## src/rtl/uart_tx_pkg.sv

```systemverilog
// Shared UART definitions used by both the transmitter and the receiver.
// Holds the default baud divisor, the data width and small sizing helpers.
package uart_tx_pkg;

    localparam int CNT_BAUD_MAX_DEF = 5207;  // 50 MHz / 9600 baud, minus 1
    localparam int DATA_W           = 8;

    typedef logic [DATA_W-1:0] uart_byte_t;

    // Mid-bit sample point, used by the receiver to centre its sampling.
    function automatic int half_bit(input int cnt_max);
        return (cnt_max + 1) / 2;
    endfunction

    // Width of a counter that must hold 0..cnt_max.
    function automatic int cnt_width(input int cnt_max);
        return (cnt_max > 0) ? $clog2(cnt_max + 1) : 1;
    endfunction

endpackage

```

## src/rtl/uart_tx_fifo.sv

```systemverilog
// Small synchronous FIFO buffering strobed bytes ahead of the serializer.
// Full is judged on the registered count, so a same-cycle pop never frees a slot for a write.
module uart_tx_fifo
    import uart_tx_pkg::*;
#(
    parameter int FIFO_DEPTH = 4,
    parameter int FIFO_AW    = 2
) (
    input  logic              sclk,
    input  logic              rst_n,
    input  logic              wr_en,
    input  logic [DATA_W-1:0] wr_data,
    input  logic              rd_en,
    output logic [DATA_W-1:0] rd_data,
    output logic              empty,
    output logic              full,
    output logic [FIFO_AW:0]  count
);

    localparam logic [FIFO_AW:0] DEPTH_C = (FIFO_AW + 1)'(FIFO_DEPTH);

    logic [DATA_W-1:0]  mem [FIFO_DEPTH];
    logic [FIFO_AW-1:0] wr_ptr;
    logic [FIFO_AW-1:0] rd_ptr;
    logic [FIFO_AW:0]   count_next;
    logic               push;
    logic               pop;

    assign push    = wr_en && !full;
    assign pop     = rd_en && !empty;
    assign empty   = (count == '0);
    assign rd_data = mem[rd_ptr];

    // NOTE: every variable written in always_comb gets a default first, so no path can infer a latch.
    always_comb begin
        count_next = count;
        if (push && !pop) begin
            count_next = count + 1'b1;
        end else if (pop && !push) begin
            count_next = count - 1'b1;
        end
    end

    // NOTE: sequential state uses non-blocking assignments so all flops update from pre-edge values.
    always_ff @(posedge sclk or negedge rst_n) begin
        if (!rst_n) begin
            wr_ptr <= '0;
            rd_ptr <= '0;
            count  <= '0;
            full   <= 1'b0;
        end else begin
            if (push) wr_ptr <= wr_ptr + 1'b1;
            if (pop)  rd_ptr <= rd_ptr + 1'b1;
            count <= count_next;
            full  <= (count_next == DEPTH_C);
        end
    end

    // NOTE: the storage array is deliberately not reset; pointers and count alone define validity.
    always_ff @(posedge sclk) begin
        if (push) mem[wr_ptr] <= wr_data;
    end

endmodule

```

## src/rtl/uart_tx.sv

```systemverilog
// 8N1 UART transmitter, LSB first, fed by the receiver-style po_data/po_flag strobe.
// Input FIFO absorbs bursts; a four-state serializer drives a registered tx line.
module uart_tx
    import uart_tx_pkg::*;
#(
    parameter int CNT_BAUD_MAX = CNT_BAUD_MAX_DEF,
    parameter int FIFO_DEPTH   = 4,
    parameter int FIFO_AW      = 2
) (
    input  logic              sclk,
    input  logic              rst_n,
    input  logic [DATA_W-1:0] pi_data,
    input  logic              pi_flag,
    output logic              tx,
    output logic              tx_busy,
    output logic              fifo_full,
    output logic              drop_flag
);

    localparam int              BAUD_W   = cnt_width(CNT_BAUD_MAX);
    localparam logic [BAUD_W-1:0] BAUD_END = BAUD_W'(CNT_BAUD_MAX);

    typedef enum logic [1:0] {
        IDLE  = 2'd0,
        START = 2'd1,
        DATA  = 2'd2,
        STOP  = 2'd3
    } tx_state_t;

    tx_state_t          state, state_next;
    logic [BAUD_W-1:0]  baud_cnt;
    logic [2:0]         bit_cnt, bit_cnt_next;
    logic [DATA_W-1:0]  shift, shift_next;
    logic               tx_next;
    logic               bit_end;
    logic               rd_en;
    logic               fifo_empty;
    logic [DATA_W-1:0]  fifo_rd_data;
    logic [FIFO_AW:0]   fifo_count;

    uart_tx_fifo #(
        .FIFO_DEPTH (FIFO_DEPTH),
        .FIFO_AW    (FIFO_AW)
    ) u_fifo (
        .sclk    (sclk),
        .rst_n   (rst_n),
        .wr_en   (pi_flag),
        .wr_data (pi_data),
        .rd_en   (rd_en),
        .rd_data (fifo_rd_data),
        .empty   (fifo_empty),
        .full    (fifo_full),
        .count   (fifo_count)
    );

    assign bit_end = (state != IDLE) && (baud_cnt == BAUD_END);
    assign tx_busy = (fifo_count != '0) || (state != IDLE);

    // tx_next is the line level for the state being entered, keeping tx a clean flop output.
    always_comb begin
        state_next   = state;
        shift_next   = shift;
        bit_cnt_next = bit_cnt;
        tx_next      = tx;
        rd_en        = 1'b0;
        case (state)
            IDLE: begin
                tx_next = 1'b1;
                if (!fifo_empty) begin
                    rd_en      = 1'b1;
                    shift_next = fifo_rd_data;
                    state_next = START;
                    tx_next    = 1'b0;
                end
            end
            START: begin
                if (bit_end) begin
                    state_next = DATA;
                    tx_next    = shift[0];
                end
            end
            DATA: begin
                if (bit_end) begin
                    shift_next = shift >> 1;
                    if (bit_cnt == 3'd7) begin
                        state_next   = STOP;
                        bit_cnt_next = 3'd0;
                        tx_next      = 1'b1;
                    end else begin
                        bit_cnt_next = bit_cnt + 3'd1;
                        tx_next      = shift[1];
                    end
                end
            end
            STOP: begin
                if (bit_end) begin
                    state_next = IDLE;
                    tx_next    = 1'b1;
                end
            end
            default: state_next = IDLE;
        endcase
    end

    always_ff @(posedge sclk or negedge rst_n) begin
        if (!rst_n) begin
            state     <= IDLE;
            baud_cnt  <= '0;
            bit_cnt   <= 3'd0;
            shift     <= '0;
            tx        <= 1'b1;
            drop_flag <= 1'b0;
        end else begin
            state     <= state_next;
            bit_cnt   <= bit_cnt_next;
            shift     <= shift_next;
            tx        <= tx_next;
            drop_flag <= pi_flag && fifo_full;
            if (state == IDLE || bit_end) begin
                baud_cnt <= '0;
            end else begin
                baud_cnt <= baud_cnt + 1'b1;
            end
        end
    end

endmodule

```

## config.mk

```make
export PLATFORM = sky130hd
export DESIGN_NAME = uart_tx
export DESIGN_NICKNAME = d
export VERILOG_FILES = /design/src/rtl/uart_tx_pkg.sv /design/src/rtl/uart_tx_fifo.sv /design/src/rtl/uart_tx.sv
export SDC_FILE = /design/constraint.sdc
export NUM_CORES = 1
export LEC_CHECK = 0
export CORE_UTILIZATION = 63
export DETAILED_ROUTE_END_ITERATION = 12
export DONT_BUFFER_PORTS = 1
export GPL_TIMING_DRIVEN = 0
export PLACE_DENSITY = 0.79
export SLEW_MARGIN = 20
export SYNTH_ARGS = -nofsm -noshare
export SYNTH_HDL_FRONTEND = slang
export SYNTH_HIERARCHICAL = 1
export SYNTH_SLANG_ARGS = --single-unit
```

## constraint.sdc

```tcl
create_clock -name sclk -period 3.1 [get_ports sclk]
set_clock_uncertainty 0.1 [all_clocks]
set_input_delay 0.465 -clock sclk [delete_from_list [all_inputs] [get_ports sclk]]
set_output_delay 0.465 -clock sclk [all_outputs]
set_load 0.02 [all_outputs]
```

==> flow_metrics.py, run 1 <==
metrics = {
    "sta": {
        "slew_violations": 0,
        "fmax_mhz": 393.6,
        "rsz0062_at_grt": "false",
        "tns_ns": 0,
        "hold_violations": 0,
        "holdWs_ns": 0.1168,
        "finalSetupViolations": 0,
        "period_share": 0.8196,
        "worst_slew_pin_slew_ns": 0.5416,
        "period_minus_slack_ns": 2.541,
        "slew_headroom": 0.6390,
    },
    "pwr": {
        "swShare": 0.2761,
        "pwr_density_cell_mw_per_mm2": 625.3,
        "p_seq_frac": 0.511,
        "p_clk_frac": 0.331,
        "switching_power_mw": 0.6070,
        "cellLeakagePower_nw": 1.402,
        "max-vdd-ir-drop_mv": 0.4688,
        "intPower_mw": 1.592,
        "p_comb_frac": 0.158,
    },
    "cells_and_area": {
        "area_growth_pct": 9.766,
        "seqCellArea_mm2": 0.001863,
        "drive_gt1_frac": 0.2308,
        "layout.nets": 268,
        "instances_no_fill": 314,
        "n_fill_cell": 330,
        "antenna_cells": 0,
        "layout_common_cells": "35 x dfrtp_1, 32 x edfxtp_1, 16 x mux2_2",
        "final_common_cell": "dfrtp_1",
        "multiInputGateArea_mm2": 0.001259,
    },
    "logic_synthesis": {
        "synth_area_mm2": 0.003203,
        "ys_seq_elements": 68,
        "syn_nets": 255,
        "syn-instance-count": 229,
        "synth_area_per_cell_um2": 13.99,
        "synth_cell_types": 46,
        "ys_seq_area_frac": 0.5816,
        "ys_warn_count": 6,
    },
    "detailed_routing": {
        "vias": 1806,
        "wl_per_cell_um": 16.31,
        "ant_nets": 0,
        "drc_errors": 0,
        "drt_iter0_markers": 95,
        "dr.pass1.iters": 4,
        "viasPerCell": 5.752,
        "drt_wl_total_mm": 5.121,
    },
    "setup_path": {
        "slowest_stage": "or4_1",
        "crit_chain": "inv_1, ha_1, inv_1, or4_1",
        "required_ns": 2.53,
        "critical_path_class": "flip-flop to output port",
        "crit_buf_inv": 2,
        "slowest_delay_ns": 0.66,
        "critPathTopFamily": "simple AND/OR/NAND/NOR gates",
        "cp.depth": 4,
        "path_max_fanout": 5,
        "reg2regPathDepth": 5,
        "cp-end-kind": "output port",
        "path_common_cell": "inv_1",
        "reg2reg_slack_ns": 0.72,
        "r2r_end": "state[1]",
        "worstSetupStartpoint": "state[0]",
        "r2r_start": "baud_cnt[0]",
        "crit_end": "tx_busy",
        "cp-start-kind": "flip-flop",
        "crit_arrival_ns": 1.98,
    },
    "grt": {
        "grt_start_max_net_pins": 37,
        "overflow": 0,
        "grt_usage": 0.2174,
        "grt_pass1_wl_mm": 8.431,
        "antenna_found_initial": 0,
        "grt_pass1_vias": 1817,
    },
    "placed_design": {
        "place_inst": 296,
        "place.gp.congestion": 0.8338,
        "io_buffers": 0,
        "dp_hpwl_mm": 3.433,
    },
    "cts": {
        "cts_root_buf": "clkbuf_8",
        "htreeDepth": 3,
        "cts_max_path_buffers": 2,
        "clk_latency_ns": 0.34,
        "numCtsBuffers": 9,
        "cts_tree": "yes",
        "cts_sinks": 68,
        "clk_pin_slew_ns": 0.08,
        "postCtsSetupBuffers": 0,
    },
    "floorplan": {
        "rows": 25,
        "fp.dieW_um": 73.31,
        "die_h_um": 73.31,
        "initial_core_util": 0.6649,
        "die_area_mm2": 0.005374,
        "num_io_pins": 15,
        "fp.coreArea_mm2": 0.004817,
    },
    "outcome": {
        "status": "finished, final reports clean",
    },
    "min_path": {
        "min_path_type": "input pin to flip-flop",
    },
    "flow_run": {
        "cap_viol_max_count": 0,
    },
}
[power by group through the flow]
stage                     Combinational (mW)  Clock [mW]  Sequential, mW
final                                  0.347       0.729            1.12
after global routing                   0.386       0.782            1.13
after CTS                              0.349       0.742            1.12
after detailed placement               0.328           0            1.14
after global placement                 0.314           0            1.14
after floorplan                        0.265           0            1.13
[flip-flops by register name, indices dropped and copies added (netlist names)]
signal / cells
u_fifo/count: 3
u_fifo/mem: 32
u_fifo/full: 1
shift: 8
drop_flag: 1
tx: 1
u_fifo/rd_ptr: 2
state: 2
u_fifo/wr_ptr: 2
baud_cnt: 13
bit_cnt: 3
[per-layer routing]
metal / wire length [um] / track usage / vias up / share of wire
met2: 2458 / 0.3282 / 36 / 0.48
met4: 97 / 0.1047 / 0 / 0.019
met5: 0 / 0 / - / 0
met3: 204 / 0.06310 / 10 / 0.040
met1: 2361 / 0.2927 / 898 / 0.46
li1: - / - / 862 / -
[Yosys cell counts (all sizes together)]
library cell,number,area [um2]
o31ai,1,7.510
o211ai,1,7.510
nor3b,1,7.510
a21o,2,16.27
mux4,8,180.2
nor4,4,40.04
mux2,19,225.2
mux2i,2,32.53
nand3,7,35.03
and2,5,31.28
buf,4,28.78
or4,1,7.510
dfstp,1,26.28
o21ai,5,25.02
nor2b,2,12.51
xor2,3,26.28
a221oi,1,15.01
nand4,5,31.28
a21boi,1,7.510
nand2,10,37.54
edfxtp,32,960.9
and3,1,6.260
or3,3,20.02
a31oi,1,6.260
inv,12,45.04
dfrtp,35,875.8
nor2,15,56.30
and2b,1,7.510
or4b,2,23.77
o32a,1,10.01
a21oi,8,40.04
clkbuf,2,7.510
nor3,2,10.01
nand2b,4,40.04
ha,15,187.7
xnor2,10,87.58
a211o,2,17.52
[kinds of logic after synthesis]
kind of cell             synth area share
flip-flops                         0.5816
AND/OR/NAND/NOR                    0.1145
multiplexers                       0.1367
AO/OA/AOI/OAI                     0.04766
buffers and inverters             0.02539
adder cells (fa/ha/maj)           0.05859
XOR/XNOR                          0.03555
[area by class of cell]
class | count | share of cell area
Buffer | 6 | 0.01032
Clock buffer | 9 | 0.03523
Sequential cell | 68 | 0.5299
Tap cell | 67 | 0.02384
Inverter | 12 | 0.01281
Timing Repair Buffer | 2 | 0.008541
Clock inverter | 7 | 0.02135
Multi-Input combinational cell | 143 | 0.3580
[repair_timing]
action	CTS	global route
hold buffers	2	0
endpoints found under the hold margin	36	0
resized for setup	0	0
[per-stage QoR]
stage          utilization  setup slack, ns  area [um2]  total power, mW
2_1_floorplan            -           0.9268        3203            1.390
3_3_place_gp        0.6823           0.7543        3287            1.449
3_5_place_dp        0.6823           0.7068        3287            1.470
4_1_cts             0.7299           0.5328        3516            2.215
5_1_grt             0.7299           0.4548        3516            2.300
6_report            0.7299           0.5591        3516            2.199
[worst min path at each step]
| stage | depth (start not counted) | startpoint | end | slack, ns |
|---|---|---|---|---|
| 3_5_place_dp | 0 | rst_n | bit_cnt[2] | 0.07 |
| 2_1_floorplan | 0 | rst_n | baud_cnt[0] | 0.07 |
| 6_report | 0 | pi_data[0] | u_fifo/mem[3][0] | 0.12 |
| 5_1_grt | 0 | pi_data[1] | u_fifo/mem[2][1] | 0.09 |
| 3_3_place_gp | 0 | rst_n | shift[7] | 0.07 |
| 4_1_cts | 0 | pi_data[6] | u_fifo/mem[3][6] | 0.11 |
Note: power is estimated with default switching activity, not from simulation.
==> run 2: changes to the inputs <==
- CORE_UTILIZATION: 63 -> 57
- PLACE_DENSITY: 0.79 -> 0.75
- clock period: 3.1 -> 2.15 ns (I/O delays scaled with it)
==> run 2 against run 1 <==
Register-to-register slack worse by 0.69 ns; clock power is 48% higher; hold slack worse by 0.097 ns; via count is 1.7% higher; global-route usage is 1.4 points lower; clock-buffer cell count stayed put; critical path type is now flip-flop to flip-flop.
==> flow_metrics.py, run 2 (synthesis gave the netlist of run 1 again) <==
metrics = {
    "floorplan": {
        "die_h_um": 76.96,
        "die_area_mm2": 0.005923,
        "fp.dieW_um": 76.96,
        "rows": 26,
        "initial_core_util": 0.6078,
        "num_io_pins": 15,
        "fp.coreArea_mm2": 0.005270,
    },
    "pwr": {
        "power_mw": 3.245,
        "cellLeakagePower_nw": 1.493,
        "pwr_density_cell_mw_per_mm2": 864.3,
        "p_clk_frac": 0.332,
        "max-vdd-ir-drop_mv": 0.7437,
        "intPower_mw": 2.338,
        "p_seq_frac": 0.500,
        "p_comb_frac": 0.168,
        "swShare": 0.2795,
        "switching_power_mw": 0.9071,
    },
    "cells_and_area": {
        "antenna_cells": 0,
        "largest_register_ffs": 32,
        "post-route-util": 0.7125,
        "layout_common_cells": "33 x dfrtp_1, 32 x edfxtp_1, 16 x mux2_2",
        "drive_gt1_frac": 0.3109,
        "regMostFlops": "u_fifo/mem",
        "final_common_cell": "dfrtp_1",
        "area_growth_pct": 17.23,
        "layout.nets": 288,
        "reg.largest.list": "u_fifo/mem (32), baud_cnt (13), shift (8)",
    },
    "setup_path": {
        "path_max_fanout": 8,
        "critPathTopFamily": "simple AND/OR/NAND/NOR gates",
        "cp-start-kind": "flip-flop",
        "crit_buf_inv": 1,
        "required_ns": 2.28,
        "slowest_stage": "or4b_4",
        "cp-end-kind": "flip-flop",
        "slowest_delay_ns": 0.55,
        "crit_chain": "or4b_4, nor4_4, buf_4, mux2i_4, mux2_4",
        "crit_arrival_ns": 2.24,
        "critical_path_class": "flip-flop to flip-flop",
    },
    "grt": {
        "grt_pass1_vias": 1886,
        "antenna_found_initial": 0,
        "overflow": 0,
        "grt_start_max_net_pins": 37,
        "grt_pass1_wl_mm": 9.011,
        "grt_usage": 0.2037,
    },
    "sta": {
        "hold_violations": 0,
        "rsz0062_at_grt": "true",
        "holdWs_ns": 0.01995,
        "slew_violations": 0,
        "period_share": 0.9849,
        "period_minus_slack_ns": 2.117,
        "fmax_mhz": 472.3,
        "finalSetupViolations": 0,
        "slew_headroom": 0.6349,
        "worst_slew_pin_slew_ns": 0.5477,
    },
    "detailed_routing": {
        "dr.pass1.iters": 4,
        "vias": 1836,
        "drc_errors": 0,
        "ant_nets": 0,
        "drt_iter0_markers": 82,
        "wl_per_cell_um": 15.69,
        "drt_wl_total_mm": 5.288,
        "viasPerCell": 5.448,
    },
    "outcome": {
        "status": "finished, final reports clean",
    },
    "cts": {
        "cts_tree": "yes",
        "numCtsBuffers": 9,
        "clk_latency_ns": 0.34,
        "clk_pin_slew_ns": 0.08,
        "cts_sinks": 68,
        "htreeDepth": 3,
        "cts_root_buf": "clkbuf_8",
        "cts_max_path_buffers": 2,
    },
    "placed_design": {
        "place.gp.congestion": 0.8033,
        "dp_hpwl_mm": 3.439,
        "io_buffers": 0,
    },
    "min_path": {
        "min_path_type": "input pin to flip-flop",
    },
    "flow_run": {
        "cap_viol_max_count": 0,
    },
}
## run 2: cell count changes in the layout (fill, tap and decap cells not counted), moves of 4 or more
cell,before,now
buf_4,1,13
dlygate4sd3_1,1,9
inv_1,12,7
inv_2,0,4
## run 2: repair_timing
| item | 4_1_cts | 5_1_grt |
|---|---|---|
| pin swaps | 3 | 2 |
| endpoints found under the hold margin | 68 | 0 |
| endpoints found under the setup margin | 27 | 24 |
| buffers inserted | 6 | 6 |
| gates cloned | 0 | 0 |
| hold buffers | 10 | 0 |
| resized for setup | 12 | 10 |
## run 2: layout make-up
cell class / count / area (um2)
plain buffers: 6 / 43.79
clock buffers: 9 / 123.9
clock inverters: 7 / 81.33
fillers: 353 / 1515
inverters: 12 / 48.80
multi-input cells: 143 / 1304
flip-flops and latches: 68 / 1866
well taps: 70 / 87.58
repair buffers: 22 / 200.2
## run 2: per-layer routing
layer / vias up / share of wire / global-route usage
li1: 904 / - / -
met2: 30 / 0.48 / 0.3196
met5: - / 0 / 0
met1: 900 / 0.47 / 0.2656
met4: 0 / 0.0040 / 0.07115
met3: 2 / 0.036 / 0.06667
## run 2: through the flow
stage	TNS (ns)	std cells	setup slack, ns	area, um2
finish	0	337	0.03255	3755
global route	-0.07506	337	-0.02134	3755
CTS	0	331	0.001520	3694
detailed placement	-1.946	299	-0.1755	3291
global placement	-1.488	299	-0.1228	3291
floorplan	0	229	0.03521	3203
## run 2: power groups by stage
stage / registers (mW) / clock network, mW / logic [mW]
final: 1.62 / 1.08 / 0.545
after floorplan: 1.62 / 0 / 0.382
after CTS: 1.62 / 1.11 / 0.536
after detailed placement: 1.65 / 0 / 0.462
after global routing: 1.64 / 1.15 / 0.609
after global placement: 1.64 / 0 / 0.454
## run 2: final timing paths
kind                         endpoint  cells after the start        start  slack [ns]
hold reg to reg              shift[4]                      1     shift[4]        0.41
min in group asynchronous  bit_cnt[0]                      2        rst_n        0.35
setup reg to reg             shift[7]                      5  baud_cnt[7]        0.03
hold / removal              drop_flag                      1      pi_flag        0.02
setup / recovery             shift[7]                      5  baud_cnt[7]        0.03
max in group asynchronous          tx                      2        rst_n        1.36
==> run 3: changes to the inputs <==
- CAP_MARGIN: default -> 5
==> results of run 3 <==
Same layout as run 2: the final DEF is identical, and so are final timing and power.
